`config.mk`:
```
export PLATFORM = sky130hd
export DESIGN_NAME = mac_tree_scheduler
export DESIGN_NICKNAME = d
export VERILOG_FILES = /design/src/rtl/mac_sched_pkg.sv /design/src/rtl/mac_sched_rr_arbiter.sv /design/src/rtl/mac_tree_scheduler.sv
export SDC_FILE = /design/constraint.sdc
export NUM_CORES = 1
export LEC_CHECK = 0
export CORE_MARGIN = 2
export CORE_UTILIZATION = 37
export CTS_BUF_LIST = sky130_fd_sc_hd__clkbuf_16
export DETAILED_ROUTE_END_ITERATION = 7
export SLEW_MARGIN = 25
export SYNTH_ARGS = -nofsm -noshare
export SYNTH_HDL_FRONTEND = slang
export SYNTH_SLANG_ARGS = --single-unit
```
`constraint.sdc`:
```
create_clock -name clk -period 5.7 [get_ports clk]
set_input_delay 0.855 -clock clk [delete_from_list [all_inputs] [get_ports clk]]
set_output_delay 0.855 -clock clk [all_outputs]
set_load 0.02 [all_outputs]
```
`src/rtl/mac_sched_pkg.sv`:
```
// rtl/mac_sched_pkg.sv - shared types and width helpers for mac_tree_scheduler
package mac_sched_pkg;

    localparam int TAG_ID_W = 8;

    typedef enum logic [1:0] {
        IDLE  = 2'd0,
        RUN   = 2'd1,
        DRAIN = 2'd2
    } sched_state_e;

    typedef struct packed {
        logic                valid;
        logic [TAG_ID_W-1:0] id;
    } tag_t;

    function automatic int calc_res_w(input int data_w, input int coeff_w);
        return data_w + coeff_w + 2;
    endfunction

    function automatic int calc_id_w(input int num_req);
        return (num_req > 1) ? $clog2(num_req) : 1;
    endfunction

endpackage

```
`src/rtl/mac_sched_rr_arbiter.sv`:
```
// rtl/mac_sched_rr_arbiter.sv - one-hot round-robin grant starting the search at ptr
module mac_sched_rr_arbiter
    import mac_sched_pkg::*;
#(
    parameter int NUM_REQ = 4,
    localparam int ID_W = calc_id_w(NUM_REQ)
)(
    input  logic [NUM_REQ-1:0] req,
    input  logic [ID_W-1:0]    ptr,
    input  logic               enable,
    output logic [NUM_REQ-1:0] grant
);

    always_comb begin
        logic            found;
        logic [ID_W:0]   sum;
        logic [ID_W-1:0] idx;
        grant = '0;
        found = 1'b0;
        sum   = '0;
        idx   = '0;
        for (int k = 0; k < NUM_REQ; k++) begin
            sum = {1'b0, ptr} + (ID_W+1)'(k);
            if (sum >= (ID_W+1)'(NUM_REQ)) begin
                sum = sum - (ID_W+1)'(NUM_REQ);
            end
            idx = sum[ID_W-1:0];
            if (enable && !found && req[idx]) begin
                grant[idx] = 1'b1;
                found      = 1'b1;
            end
        end
    end

endmodule

```
`src/rtl/mac_tree_scheduler.sv`:
```
// rtl/mac_tree_scheduler.sv - round-robin issue to a shared multiply-add tree with in-order result FIFO
// Optional feature macro: MAC_SCHED_STATS_EN (per-requester grant and stall counters).
module mac_tree_scheduler
    import mac_sched_pkg::*;
#(
    parameter int NUM_REQ     = 4,
    parameter int DATA_WIDTH  = 8,
    parameter int COEFF_WIDTH = 8,
    parameter int PIPE_LAT    = 2,
    parameter int FIFO_DEPTH  = 8,
    localparam int RES_W = calc_res_w(DATA_WIDTH, COEFF_WIDTH),
    localparam int ID_W  = calc_id_w(NUM_REQ)
)(
    input  logic                           clk,
    input  logic                           reset,
    input  logic [NUM_REQ-1:0]             req_valid,
    output logic [NUM_REQ-1:0]             req_ready,
    input  logic [NUM_REQ*DATA_WIDTH-1:0]  req_data1,
    input  logic [NUM_REQ*DATA_WIDTH-1:0]  req_data2,
    input  logic [NUM_REQ*COEFF_WIDTH-1:0] req_coeff1,
    input  logic [NUM_REQ*COEFF_WIDTH-1:0] req_coeff2,
    output logic                           tree_valid,
    output logic [DATA_WIDTH-1:0]          tree_data1,
    output logic [DATA_WIDTH-1:0]          tree_data2,
    output logic [COEFF_WIDTH-1:0]         tree_coeff1,
    output logic [COEFF_WIDTH-1:0]         tree_coeff2,
    input  logic [RES_W-1:0]               tree_result,
    output logic                           res_valid,
    input  logic                           res_ready,
    output logic [RES_W-1:0]               res_data,
    output logic [ID_W-1:0]                res_id,
    input  logic                           drain,
    output logic                           drain_done,
    output logic                           busy
`ifdef MAC_SCHED_STATS_EN
    ,
    output logic [NUM_REQ*32-1:0]          stat_grants,
    output logic [31:0]                    stat_stall
`endif
);

    localparam int FIFO_AW = $clog2(FIFO_DEPTH);
    localparam int CNT_W   = $clog2(FIFO_DEPTH + 1);

    sched_state_e             state_q, state_d;
    logic [ID_W-1:0]          ptr_q, ptr_d;
    logic                     drain_armed_q, drain_armed_d;
    logic                     tree_valid_q, tree_valid_d;
    logic [ID_W-1:0]          tree_id_q, tree_id_d;
    logic [DATA_WIDTH-1:0]    tree_data1_q, tree_data1_d, tree_data2_q, tree_data2_d;
    logic [COEFF_WIDTH-1:0]   tree_coeff1_q, tree_coeff1_d, tree_coeff2_q, tree_coeff2_d;
    tag_t                     tag_q [PIPE_LAT];
    tag_t                     tag_d [PIPE_LAT];
    logic [RES_W-1:0]         fifo_data_q [FIFO_DEPTH];
    logic [ID_W-1:0]          fifo_id_q [FIFO_DEPTH];
    logic [FIFO_AW-1:0]       wr_ptr_q, wr_ptr_d, rd_ptr_q, rd_ptr_d;
    logic [CNT_W-1:0]         count_q, count_d, inflight_q, inflight_d;

    logic [CNT_W:0]           occupancy;
    logic                     grant_en, transfer, push, pop, pipe_empty;
    logic [NUM_REQ-1:0]       grant;
    logic [ID_W-1:0]          gnt_idx;
    tag_t                     cap_tag;
    logic                     unused_tag_id;

    // Credit counts issued-but-uncaptured work so a capture can never overflow the FIFO.
    assign occupancy  = {1'b0, inflight_q} + {1'b0, count_q};
    assign grant_en   = !reset && !drain && (state_q != DRAIN)
                        && (occupancy < (CNT_W+1)'(FIFO_DEPTH));
    assign transfer   = |grant;
    assign cap_tag    = tag_q[PIPE_LAT-1];
    assign push       = cap_tag.valid;
    assign pop        = res_valid && res_ready;
    assign pipe_empty = (inflight_q == '0) && (count_q == '0);
    assign unused_tag_id = ^cap_tag.id;

    mac_sched_rr_arbiter #(.NUM_REQ(NUM_REQ)) u_arb (
        .req    (req_valid),
        .ptr    (ptr_q),
        .enable (grant_en),
        .grant  (grant)
    );

    always_comb begin
        gnt_idx = '0;
        for (int i = 0; i < NUM_REQ; i++) begin
            if (grant[i]) gnt_idx = ID_W'(i);
        end

        ptr_d         = ptr_q;
        tree_valid_d  = transfer;
        tree_id_d     = tree_id_q;
        tree_data1_d  = tree_data1_q;
        tree_data2_d  = tree_data2_q;
        tree_coeff1_d = tree_coeff1_q;
        tree_coeff2_d = tree_coeff2_q;
        if (transfer) begin
            ptr_d         = (gnt_idx == ID_W'(NUM_REQ-1)) ? '0 : gnt_idx + 1'b1;
            tree_id_d     = gnt_idx;
            tree_data1_d  = req_data1[int'(gnt_idx)*DATA_WIDTH +: DATA_WIDTH];
            tree_data2_d  = req_data2[int'(gnt_idx)*DATA_WIDTH +: DATA_WIDTH];
            tree_coeff1_d = req_coeff1[int'(gnt_idx)*COEFF_WIDTH +: COEFF_WIDTH];
            tree_coeff2_d = req_coeff2[int'(gnt_idx)*COEFF_WIDTH +: COEFF_WIDTH];
        end

        tag_d[0].valid = tree_valid_q;
        tag_d[0].id    = TAG_ID_W'(tree_id_q);
        for (int i = 1; i < PIPE_LAT; i++) begin
            tag_d[i] = tag_q[i-1];
        end

        wr_ptr_d = wr_ptr_q;
        rd_ptr_d = rd_ptr_q;
        if (push) wr_ptr_d = (wr_ptr_q == FIFO_AW'(FIFO_DEPTH-1)) ? '0 : wr_ptr_q + 1'b1;
        if (pop)  rd_ptr_d = (rd_ptr_q == FIFO_AW'(FIFO_DEPTH-1)) ? '0 : rd_ptr_q + 1'b1;
        count_d    = count_q + CNT_W'(push) - CNT_W'(pop);
        inflight_d = inflight_q + CNT_W'(transfer) - CNT_W'(push);

        state_d = state_q;
        case (state_q)
            IDLE:  if (drain && drain_armed_q) state_d = DRAIN;
                   else if (transfer)          state_d = RUN;
            RUN:   if (drain)                  state_d = DRAIN;
                   else if (pipe_empty && !transfer) state_d = IDLE;
            DRAIN: if (pipe_empty)             state_d = IDLE;
            default:                           state_d = IDLE;
        endcase
        // A held drain completes once; it must drop before another drain_done can fire.
        drain_armed_d = !drain ? 1'b1 : (drain_done ? 1'b0 : drain_armed_q);
    end

    always_ff @(posedge clk) begin
        if (reset) begin
            state_q       <= IDLE;
            ptr_q         <= '0;
            drain_armed_q <= 1'b1;
            tree_valid_q  <= 1'b0;
            tree_id_q     <= '0;
            tree_data1_q  <= '0;
            tree_data2_q  <= '0;
            tree_coeff1_q <= '0;
            tree_coeff2_q <= '0;
            for (int i = 0; i < PIPE_LAT; i++) tag_q[i] <= '0;
            wr_ptr_q      <= '0;
            rd_ptr_q      <= '0;
            count_q       <= '0;
            inflight_q    <= '0;
        end else begin
            state_q       <= state_d;
            ptr_q         <= ptr_d;
            drain_armed_q <= drain_armed_d;
            tree_valid_q  <= tree_valid_d;
            tree_id_q     <= tree_id_d;
            tree_data1_q  <= tree_data1_d;
            tree_data2_q  <= tree_data2_d;
            tree_coeff1_q <= tree_coeff1_d;
            tree_coeff2_q <= tree_coeff2_d;
            tag_q         <= tag_d;
            wr_ptr_q      <= wr_ptr_d;
            rd_ptr_q      <= rd_ptr_d;
            count_q       <= count_d;
            inflight_q    <= inflight_d;
            if (push) begin
                fifo_data_q[wr_ptr_q] <= tree_result;
                fifo_id_q[wr_ptr_q]   <= cap_tag.id[ID_W-1:0];
            end
        end
    end

    assign req_ready   = grant;
    assign tree_valid  = tree_valid_q;
    assign tree_data1  = tree_data1_q;
    assign tree_data2  = tree_data2_q;
    assign tree_coeff1 = tree_coeff1_q;
    assign tree_coeff2 = tree_coeff2_q;
    assign res_valid   = (count_q != '0);
    assign res_data    = res_valid ? fifo_data_q[rd_ptr_q] : '0;
    assign res_id      = res_valid ? fifo_id_q[rd_ptr_q] : '0;
    assign drain_done  = (state_q == DRAIN) && pipe_empty;
    assign busy        = (state_q != IDLE) || (inflight_q != '0) || (count_q != '0);

`ifdef MAC_SCHED_STATS_EN
    logic [31:0] grant_cnt_q [NUM_REQ];
    logic [31:0] grant_cnt_d [NUM_REQ];
    logic [31:0] stall_cnt_q, stall_cnt_d;

    always_comb begin
        for (int i = 0; i < NUM_REQ; i++) begin
            grant_cnt_d[i] = grant_cnt_q[i];
            if (grant[i] && grant_cnt_q[i] != '1) grant_cnt_d[i] = grant_cnt_q[i] + 32'd1;
        end
        stall_cnt_d = stall_cnt_q;
        if (|req_valid && !transfer && stall_cnt_q != '1) stall_cnt_d = stall_cnt_q + 32'd1;
    end

    always_ff @(posedge clk) begin
        if (reset) begin
            for (int i = 0; i < NUM_REQ; i++) grant_cnt_q[i] <= '0;
            stall_cnt_q <= '0;
        end else begin
            grant_cnt_q <= grant_cnt_d;
            stall_cnt_q <= stall_cnt_d;
        end
    end

    always_comb begin
        stat_grants = '0;
        for (int i = 0; i < NUM_REQ; i++) stat_grants[i*32 +: 32] = grant_cnt_q[i];
    end
    assign stat_stall = stall_cnt_q;
`endif

endmodule

```
Yosys cells after proc, flatten, opt, wreduce, memory -nomap -nowiden

Memories as Yosys holds them, arrays and structs flattened. A register that Yosys moved wholly into a read port is not among the register bits.
Index checks and enable logic that the tools add are counted.

ROM bits: 0
Bits in latches: 0
Output and inout bits: 60
Memories kept: 2
Input port bits: 154
Word-level logic and storage cells: 148
Register bits after elaboration: 60
Bits in writable memories: 160

Add/subtract/negate cells: 15
Reduce and logical (&&, ||, !) cells: 36
Order comparisons: 13
Multiplexer cells: 48
Div/mod/pow operators: 0
Bitwise operators: 4
Equality and inequality tests: 9
Shift operators: 4
Multipliers: 0

Memory list:

| memory      | words | width | rd ports | clocked after Yosys merged registers in | write ports | RTL line                 | RTL |
|---|---|---|---|---|---|---|---|
| fifo_data_q | 8     | 18    | 1        | 1                                       | 1           | mac_tree_scheduler.sv:54 | `logic [RES_W-1:0] fifo_data_q [FIFO_DEPTH];` |
| fifo_id_q   | 8     | 2     | 1        | 1                                       | 1           | mac_tree_scheduler.sv:55 | `logic [ID_W-1:0] fifo_id_q [FIFO_DEPTH];` |

Operators by type and width:

| cell                                                               | count |
|---|---|
| variable part select 32 x 6 -> 8 bit                               | 4 |
| two-way mux 2 bit                                                  | 13 |
| logical AND 1 bit                                                  | 19 |
| two-way mux 18 bit                                                 | 1 |
| two-way mux 3 bit                                                  | 6 |
| two-way mux 4 bit                                                  | 4 |
| two-way mux 1 bit                                                  | 15 |
| < comparator 2 x 3 -> 1 bit (second input constant)                | 4 |
| bitwise OR 4 bit                                                   | 3 |
| greater-or-equal comparator 3 bit (second input constant)          | 3 |
| adder 4 x 1 -> 4 bit                                               | 2 |
| binary-select mux 1 bit (select 2 bit)                             | 4 |
| demux 1 bit (select 2 bit)                                         | 4 |
| greater-or-equal comparator 2 x 1 -> 1 bit (second input constant) | 4 |
| zero test 4 bit                                                    | 2 |
| nonzero test 4 bit                                                 | 2 |
| subtractor 2 x 1 -> 2 bit (second input constant)                  | 4 |
| subtractor 4 x 1 -> 4 bit                                          | 2 |
| adder 2 x 2 -> 3 bit (second input constant)                       | 2 |
| adder 3 x 1 -> 3 bit (second input constant)                       | 2 |
| equality test 3 bit (second input constant)                        | 2 |
| zero test 1 bit                                                    | 6 |
| inequality test 3 bit (second input constant)                      | 2 |
| one-hot mux 2 bit (3 select lines)                                 | 1 |
| other kinds (15)                                                   | 18 |

Logic depth before layout (Yosys ltp)

Depth in word-level cells: 24
Depth in mapped cells: 17

Modules after synthesis

Synthesis repeated with hierarchy kept, for this count alone.

Cell total of the unflattened synthesis: 661
Area total of the unflattened synthesis: 9684.3 um^2

Modules (own cells, without submodules):

| module               | cells each | instances | area an instance (um^2) | seq. area each (um^2) |
|---|---|---|---|---|
| mac_tree_scheduler   | 620        | 1         | 9321.4                  | 6065.8 |
| mac_sched_rr_arbiter | 41         | 1         | 362.8                   | 0.0 |

Worst setup path after synthesis

No wires, ideal clock.

Path type: register to register
Start point: register ptr_q[0]
End point: register inflight_q[1]
Required time: 5.572 ns
Path slack: 1.520 ns
Cell stages (with the launch flop): 16
Arrival: 4.052 ns
Buffers on the path: 2
Cell sequence: dfxtp_1 buf_2 inv_1 ha_1 mux4_2 nand2_1 o21ai_1 a221oi_4 inv_2 nor4_4 clkbuf_1 ha_1 inv_1 ha_1 fa_1 nor2b_1

Cells in the longest elaborated chain, start to end: 21

RTL lines:

| item                                                          | RTL line                   | RTL |
|---|---|---|
| from (decl)                                                   | mac_tree_scheduler.sv:46   | `logic [ID_W-1:0] ptr_q, ptr_d;` |
| from (signal assigned)                                        | mac_tree_scheduler.sv:150  | `ptr_q <= ptr_d;` |
| branches (longest 17 deep; another with adder 2 x 1 -> 3 bit) | n/a                        |  |
| two-way mux 4 bit *                                           | mac_sched_rr_arbiter.sv:28 | `if (enable && !found && req[idx]) begin` |
| OR reduction 4 bit *                                          | mac_tree_scheduler.sv:70   | `assign transfer = \|grant;` |
| adder 4 x 1 -> 4 bit *                                        | mac_tree_scheduler.sv:117  | `inflight_d = inflight_q + CNT_W'(transfer) - CNT_W'(push);` |
| subtractor 4 x 1 -> 4 bit *                                   | mac_tree_scheduler.sv:117  |  |
| named net inflight_d[1]                                       | mac_tree_scheduler.sv:57   | `logic [CNT_W-1:0] count_q, count_d, inflight_q, inflight_d;` |
| to (signal assigned)                                          | mac_tree_scheduler.sv:162  | `inflight_q <= inflight_d;` |
| to (decl)                                                     | mac_tree_scheduler.sv:57   |  |

Mark *: on every way through the listed nets, which the timed path passes. The select of a mux whose other input is x is not followed.
A chain may end at the register's enable or synchronous reset.

Worst setup path in the final report

Start point: register ptr_q[0]
End point: output req_ready[1]

Cells in the longest elaborated chain, start to end: 18

RTL lines:

| item                                                          | RTL line                   | RTL |
|---|---|---|
| branches (longest 17 deep; another with adder 2 x 1 -> 3 bit) | n/a                        |  |
| two-way mux 4 bit *                                           | mac_sched_rr_arbiter.sv:28 |  |
| to (decl)                                                     | mac_tree_scheduler.sv:17   | `output logic [NUM_REQ-1:0] req_ready,` |

Mark *: on every way between the ends. The select of a mux whose other input is x is not followed.

==> summary.txt <==
Width of the die = 166.5 µm
Worst clock skew = 0.01562 ns
Number of clock sinks = 223
Area growth from synthesis to final layout = 34.42%
Cts repair resizes = 0
ANT nets after route = 0
Achievable Freq = 0.1959 GHz
Global-route wire length before repair = 38070 µm
Clk pwr share = 29.0%
Commonest non-fill, non-tap cell in the layout = clkdlybuf4s50_1
Placer congestion estimate = 0.8085
Fraction of post-synthesis cell area in the top cell type by area = 49.15%
CP Data Arrival Time = 4.25 ns
Cell chain of the critical path = inv_1 > ha_1 > mux4_2 > a211oi_1 > a221o_1 > clkdlybuf4s50_1
Total gr overflow = 0
Maximum number of pins on one net before global-route repair = 71
Number of synthesized flops with an enable pin = 160
Required time reported for the critical path endpoint = 4.85 ns
Relative slew slack = 42.87%
Min cycle time layout = 5.106 ns
Most used cells in the layout excluding fill and tap cells = clkdlybuf4s50_1 (213), edfxtp_1 (160), nor2_1 (73)
Num ports = 214
Cells after DPL = 1229
Number of warning messages in the yosys log = 0
Clock transition at the register clock pins on the worst setup and hold paths after CTS = 0.06 ns
Total routing resource utilization after global routing = 17.35%
Count of state elements after synthesis = 223
Share of the cycle needed by the critical path after routing = 89.57%
Count of max-cap constraint violations = 0
CTS tree = done
Worst setup slack after layout = 0.5944 ns
Number of clock buffers inserted by TritonCTS = 25
Type of element launching the critical path = flop
Maximum cell stage delay along the critical path = 0.71 ns
Fin. max-slew vios = 0
Antenna cell count = 0
Share of flip-flops with an asynchronous set or reset = 0%
CTS Buffer Depth = 3
Clock Latency Late Sink = 0.52 ns
Post-synthesis cell area = 9776 µm²
Via count of the first global-routing pass = 6798
Type of the setup path with the least slack = reg2out
Via count = 6686
Buffers inserted by post-CTS timing repair = 0
Initial core utilization = 37.62%
Final number of hold-violating endpoints = 0
Via density per instance = 5.244
Clk root buf = clkbuf_16
Worst-path fanout max = 11
Mapped Nets = 889
Number of DRC violations after detailed-routing iteration 0 = 327
Lkg Pwr = 0.004543 µW
Nets@finish = 1103
Top cells by area, synth = edfxtp_1 (49%), dfxtp_1 (13%), mux4_2 (10%)
Total of fill cells in the finished design = 2286
Average footprint of a synthesized cell = 13.83 µm²
Num rows = 59
Most used flip-flop cell after synthesis = edfxtp_1
Total iterations of the first detailed-routing run = 4
Internal portion of total power = 3722 µW
Number of remaining DRC errors = 0
Maximum level of the CTS H-tree = 1
Die Span Y = 166.5 µm
Post-place setup slack = 0.8726 ns
Worst Hold Class = reg2reg
RSZ-0062 raised after global routing = false
Gate count of the mapped netlist = 707
Status = finished, final reports clean
Placeable core region = 25980 µm²
Worst slew pin tran = 0.8518 ns
Synth unique cells = 43
Number of standard cells in the layout, taps in and fillers out = 1275
Sequential group share of total power = 37.7%
Number of antenna violations at the first check in global routing = 0
Power per unit of standard cell area = 412.5 nW/µm²
Wire length per cell after detailed routing = 19.29 µm
Number of hold buffers added after CTS = 0
Setup violators final = 0
Synth area leader = edfxtp_1
NetSw = 1698 µW
Die Outline Area = 27740 µm²
Cell type of the slowest stage on the worst timing path = a211oi_1
Post-route setup TNS = 0 ns
Fraction of final layout cells sized beyond drive strength 1 = 12.45%
Critical path endpoint category = output pin
Fraction of the yosys area taken by sequential cells = 62.05%
Proportion of power drawn by combinational gates = 33.2%
Count of input and output buffers = 213
IR drop worst, VDD = 0.2474 mV
Total wire length after detailed routing = 24600 µm
Post-detailed-placement half-perimeter wirelength = 16230 µm
Switching Share = 31.32%
==> area by class of cell <==
cell class              instances  area, µm²  area share [%]
flip-flops and latches        223       6071           46.20
repair buffers                233       2282           17.37
clock inverters                21      183.9           1.400
multi-input cells             415       3472           26.42
clock buffers                  25      625.6           4.761
well taps                     335      419.2           3.190
inverters                      23      86.33          0.6570
==> worst max-delay path: cells and delay by family, from the launching register on <==
kind | cells | cell delay, ns
adder cells (fa/ha/maj) | 1 | 0.44
flip-flops | 1 | 0.61
AO/OA/AOI/OAI | 2 | 1.18
multiplexers | 1 | 0.62
buffers and inverters | 2 | 0.88
==> through the flow <==
stage	utilization [%]	area [µm²]	total power, µW	hold WS, ns
5_1_grt	50.57	13140	5726	0.4668
4_1_cts	50.57	13140	5501	0.4318
2_1_floorplan	-	9776	3141	0.4138
6_report	50.57	13140	5420	0.4347
3_5_place_dp	47.45	12330	3906	0.4237
3_3_place_gp	47.44	12330	3897	0.4200
==> Yosys cell counts (13+ instances only) <==
cell type and count:
edfxtp_1 160, o31ai_1 33, ha_1 26, mux4_2 44
inv_1 20, nor3_1 36, nand2_1 13, dfxtp_1 63
mux2i_1 27, nor2_1 79, o21ai_0 33, nand3_1 37
a2bb2oi_1 32, clkbuf_1 27
==> sequential cells by signal, summed over array words and instances, names as in the netlist, named ones only <==
signal and count:
drain_armed_q 1, tree_coeff1 8, wr_ptr_q 3, tree_data2 8, tree_data1 8, tag_d 3, count_q 4, fifo_data_q 144
fifo_id_q 16, tree_coeff2 8, state_q 2, tree_valid 1, inflight_q 4, ptr_q 2, rd_ptr_q 3, cap_tag 2
tree_id_q 2, push 1
==> kinds of logic after synthesis <==
family / synth area share, %
AND/OR/NAND/NOR: 9.177
flip-flops: 62.05
AO/OA/AOI/OAI: 8.947
adder cells (fa/ha/maj): 3.737
multiplexers: 12.90
XOR/XNOR: 0.3584
buffers and inverters: 2.829
==> final timing paths <==
kind,endpoint,from,cells after the start,slack [ns]
min,push,tag_d[8],1,0.43
max reg2reg,inflight_q[2],ptr_q[0],15,0.93
max,req_ready[1],ptr_q[0],6,0.59
min reg2reg,push,tag_d[8],1,0.43
==> power by group through the flow <==
stage                     registers [µW]  clock network (µW)  logic (µW)
final                               2050                1570        1800
after global routing                2080                1690        1960
after CTS                           2050                1620        1830
after detailed placement            2080                   0        1820
after global placement              2080                   0        1820
after floorplan                     2130                   0        1010
==> metal layers <==
layer  vias to the layer above  share of wire (%)  global-route usage [%]
met5                         -                  0                       0
met1                      3301                 42                   22.43
met4                         0                1.5                   3.748
met2                       208                 49                   29.50
li1                       3146                  -                       -
met3                        31                6.9                   4.563
Note: power is estimated with default switching activity, not from simulation.
==> patch 1 (same flow settings) <==
Encoding of `sched_state_e`: now one-hot (3 bits for 3 states).
--- a/src/rtl/mac_sched_pkg.sv
+++ b/src/rtl/mac_sched_pkg.sv
@@ -3,10 +3,10 @@
 
     localparam int TAG_ID_W = 8;
 
-    typedef enum logic [1:0] {
-        IDLE  = 2'd0,
-        RUN   = 2'd1,
-        DRAIN = 2'd2
+    typedef enum logic [2:0] {
+        IDLE  = 3'b001,
+        RUN   = 3'b010,
+        DRAIN = 3'b100
     } sched_state_e;
 
     typedef struct packed {
Formal check against the unedited RTL: same outputs for any inputs over 10 cycles, from zero or initial values and one cycle with reset high; not proved beyond that.
==> patch 1 against the original RTL <==
Sequential share of layout area decreased by 0.62 points; maximum frequency increased by 13%; synthesized area increased by 4.1%; sequential power decreased by 3%; design area increased by 1.7%; sequential cell count increased by 1; wire length increased by 0.96%; total power decreased by 3.0%; die area increased by 4.0%; worst setup slack improved by 0.58 ns; largest cell class unchanged; highest routed layer unchanged.
==> patch 1: results (changes against the original RTL) <==
synth top area cells - edfxtp_1 47%, dfxtp_1 13%, mux4_2 9.5% (was edfxtp_1 49%, dfxtp_1 13%, mux4_2 10%)
fin nets - 1,098 (was 1,103)
CTS resizes - 0 (unchanged)
slowest cell on the critical path - clkdlybuf4s50_1 (was a211oi_1)
worst rel slew slack - 40.7% (was 42.9%)
GRT met3 Usage - 4.49% (was 4.56%)
VDD IR-drop max - 0.000199 V (was 0.000247 V)
Yosys cell types - 54 (was 43)
CP top delay family - buffers and inverters (was compound AO/OA/AOI/OAI gates)
sequential share of the synthesized area - 59.8% (was 62.1%)
Synth Area in Compound Gates - 10.7% (was 8.95%)
Synth Area in Adders - 3.22% (was 3.74%)
Met2 Wirelength - 12,200 um (was 12,100 um)
Worst-path clk slew - 0.06 ns (about the same)
WL per Instance - 19.4 um (was 19.3 um)
vias in the first global route - 6,778 (was 6,798)
status - complete, no violations (unchanged)
CP max FO - 36 (was 11)
fill count - 2,367 (was 2,286)
first-pass GRT wire length - 38,100 um (about the same)
routability congestion estimate - 0.797 (was 0.809)
largest net degree at the start of global routing - 67 (was 71)
FF-to-FF End - inflight_q[1] (was inflight_q[2])
met1 usage - 22.3% (was 22.4%)
WP data arrival - 3.67 ns (was 4.25 ns)
biggest regs - fifo_data_q: 144 flops, fifo_id_q: 16 flops (unchanged)
Synth top cells by count - 160 x edfxtp_1, 76 x nor2_1, 64 x dfxtp_1 (was 160 x edfxtp_1, 79 x nor2_1, 63 x dfxtp_1)
Leak - 4.59 nW (was 4.54 nW)
met2 usage - 28.8% (was 29.5%)
clk_skew - 0.0273 ns (was 0.0156 ns)
DR iter-0 viols - 437 (was 327)
CP endpoint - req_ready[2] (was req_ready[1])
vias - 6,629 (was 6,686)
Register-to-Register Setup Slack - 1.68 ns (was 0.93 ns)
Hold EP - cap_tag[1] (was push)
WL met3 - 1640 um (was 1690 um)
slowest stage delay, CP - 0.68 ns (was 0.71 ns)
multiplexer share of the synthesized area - 11.9% (was 12.9%)
Mapped Nets - 890 (was 889)
initial antenna violation count - 1 (was 0)
GRT Overall Usage - 17.1% (was 17.4%)
min-delay src - tag_d[1] (was tag_d[8])
DP Wirelength - 16,000 um (was 16,200 um)
Mapped Area - 0.0102 mm2 (was 0.00978 mm2)
Metal-1 WL - 10,600 um (was 10,400 um)
R2R depth - 13 (was 15)
share of cells above drive strength 1 - 15.1% (was 12.4%)
xor/xnor share of the synthesized area - 0.344% (was 0.358%)
[patch 1: through the flow]
step                      instances  area (um2)  setup slack (ns)  util [%]  hold WS [ns]
final                          1280       13400              1.17      49.6         0.430
after global routing           1280       13400             0.997      49.6         0.453
after CTS                      1279       13400              1.15      49.6         0.433
after detailed placement       1233       12600              1.21      46.8         0.424
after global placement         1233       12600              1.21      46.8         0.423
after floorplan                 711       10200              1.91         -         0.414
[patch 1: report_power, final]
part / total, mW / switching [mW] / internal, mW
Sequential: 1.99 / 0.121 / 1.87
Combinational: 1.83 / 0.945 / 0.889
Clock: 1.43 / 0.635 / 0.799
[patch 1: final cells by class]
class                   instances  area share (%)
inverters                      22           0.665
clock buffers                  25            4.68
clock inverters                21           0.824
diodes                          1          0.0187
flip-flops and latches        224            45.6
multi-input cells             416            28.2
repair buffers                230            16.9
well taps                     341            3.19
==> patch 2 (config.mk and constraints unchanged) <==
Without the edit above. Add a define of `MAC_SCHED_STATS_EN`.
--- a/src/rtl/mac_tree_scheduler.sv
+++ b/src/rtl/mac_tree_scheduler.sv
@@ -1,5 +1,7 @@
 // rtl/mac_tree_scheduler.sv - round-robin issue to a shared multiply-add tree with in-order result FIFO
 // Optional feature macro: MAC_SCHED_STATS_EN (per-requester grant and stall counters).
+`define MAC_SCHED_STATS_EN
+
 module mac_tree_scheduler
     import mac_sched_pkg::*;
 #(
Check against the original RTL (old outputs only; new: stat_grants and stat_stall): equivalent (equiv_simple and equiv_induct, registers matched by name and starting in step).
==> patch 2 against the original RTL <==
Total power up 43%; synthesized area rose by 80%; synthesized cell count grew 140%; sequential cell count rose by 160; count of clock-buffer cells in the layout rose by 19; design area up 78%; cell count grew 110%; worst setup slack improved by 0.29 ns; critical path depth did not move; wire length increased by 120%; via count is 120% higher; critical path type unchanged; largest power group unchanged.
==> patch 2: results (changes against the original RTL) <==
Yosys cell types - 67 (was 43)
Pre-antenna DRT Iters - 5 (was 4)
clk_skew - 0.0236 ns (was 0.0156 ns)
CP max FO - 13 (was 11)
share of cells above drive strength 1 - 8.92% (was 12.4%)
WP data arrival - 3.96 ns (was 4.25 ns)
first-pass GRT wire length - 84,300 um (was 38,100 um)
dpl cell area - 0.0221 mm2 (was 0.0123 mm2)
VDD IR-drop max - 0.000145 V (was 0.000247 V)
worst rel slew slack - 32.3% (was 42.9%)
CTS root buf - clkbuf_16 (unchanged)
vias in the first global route - 14.5k (was 6,798)
Synth top cells by count - 223 x dfxtp_1, 190 x nor2_1, 160 x edfxtp_1 (was 160 x edfxtp_1, 79 x nor2_1, 63 x dfxtp_1)
GRT Overall Usage - 21.7% (was 17.4%)
DR iter-0 viols - 1,103 (was 327)
sequential share of the synthesized area - 52.6% (was 62.1%)
clk_lat worst skew - 0.58 ns (was 0.52 ns)
Leak - 8.05 nW (was 4.54 nW)
clock tree buffer depth - 3 (unchanged)
Num CTS Buffers - 43 (was 25)
slowest stage delay, CP - 0.67 ns (was 0.71 ns)
fill count - 4,277 (was 2,286)
DP Wirelength - 38,300 um (was 16,200 um)
Via density - 5.42 (was 5.24)
synth top area cells - edfxtp_1 27%, dfxtp_1 25%, mux4_2 5.6% (was edfxtp_1 49%, dfxtp_1 13%, mux4_2 10%)
status - complete, no violations (unchanged)
routability congestion estimate - 0.913 (was 0.809)
slowest cell on the critical path - mux4_2 (was a211oi_1)
initial antenna violation count - 2 (was 0)
Synth Flop Type - dfxtp_1 (was edfxtp_1)
fin nets - 2,217 (was 1,103)
Port-buffer cells - 373 (was 213)
Mapped Nets - 1,858 (was 889)
## patch 2: cells by family after synthesis
group,synth area share (%)
compound gates,9.09
mux,8.22
simple gates,19.5
xor+xnor,4.92
fa+ha+maj,2.36
flops,52.6
buf+inv,3.36
## patch 2: worst paths after layout
check,start,endpoint,slack [ns],cells past startpoint
max,ptr_q[0],req_ready[0],0.88,6
min,tag_d[8],push,0.43,1
max reg2reg,ptr_q[0],stat_grants[6],1.28,11
min reg2reg,tag_d[8],push,0.43,1
## patch 2: layer usage
layer	track usage (%)	share of wire (%)
met3	7.15	8.1
met5	0	0.024
met4	9.35	4.2
met1	26.0	40
met2	35.7	47
## patch 2: cell type report
class	instances	area, um2	share of cell area [%]
antenna	1	2.50	0.0107
inverter	58	218	0.931
tap	607	759	3.25
timing repair buffer	407	3990	17.1
clock inverter	32	215	0.921
sequential	383	9270	39.7
clock buffer	44	1100	4.71
multi-input combinational	1138	7820	33.4
## patch 2: stage by stage
stage,total power [mW],instances,util (%)
after global placement,5.17,2593,47.2
final,7.77,2670,50.0
after global routing,8.12,2670,50.0
after floorplan,4.36,1672,-
after detailed placement,5.21,2593,47.2
after CTS,7.85,2669,50.0
## patch 2: where the power goes
group	switching, mW	total, mW	internal [mW]
Sequential	0.145	3.14	3.00
Clock	1.14	2.63	1.49
Combinational	1.11	2.00	0.891
Total	2.39	7.77	5.38
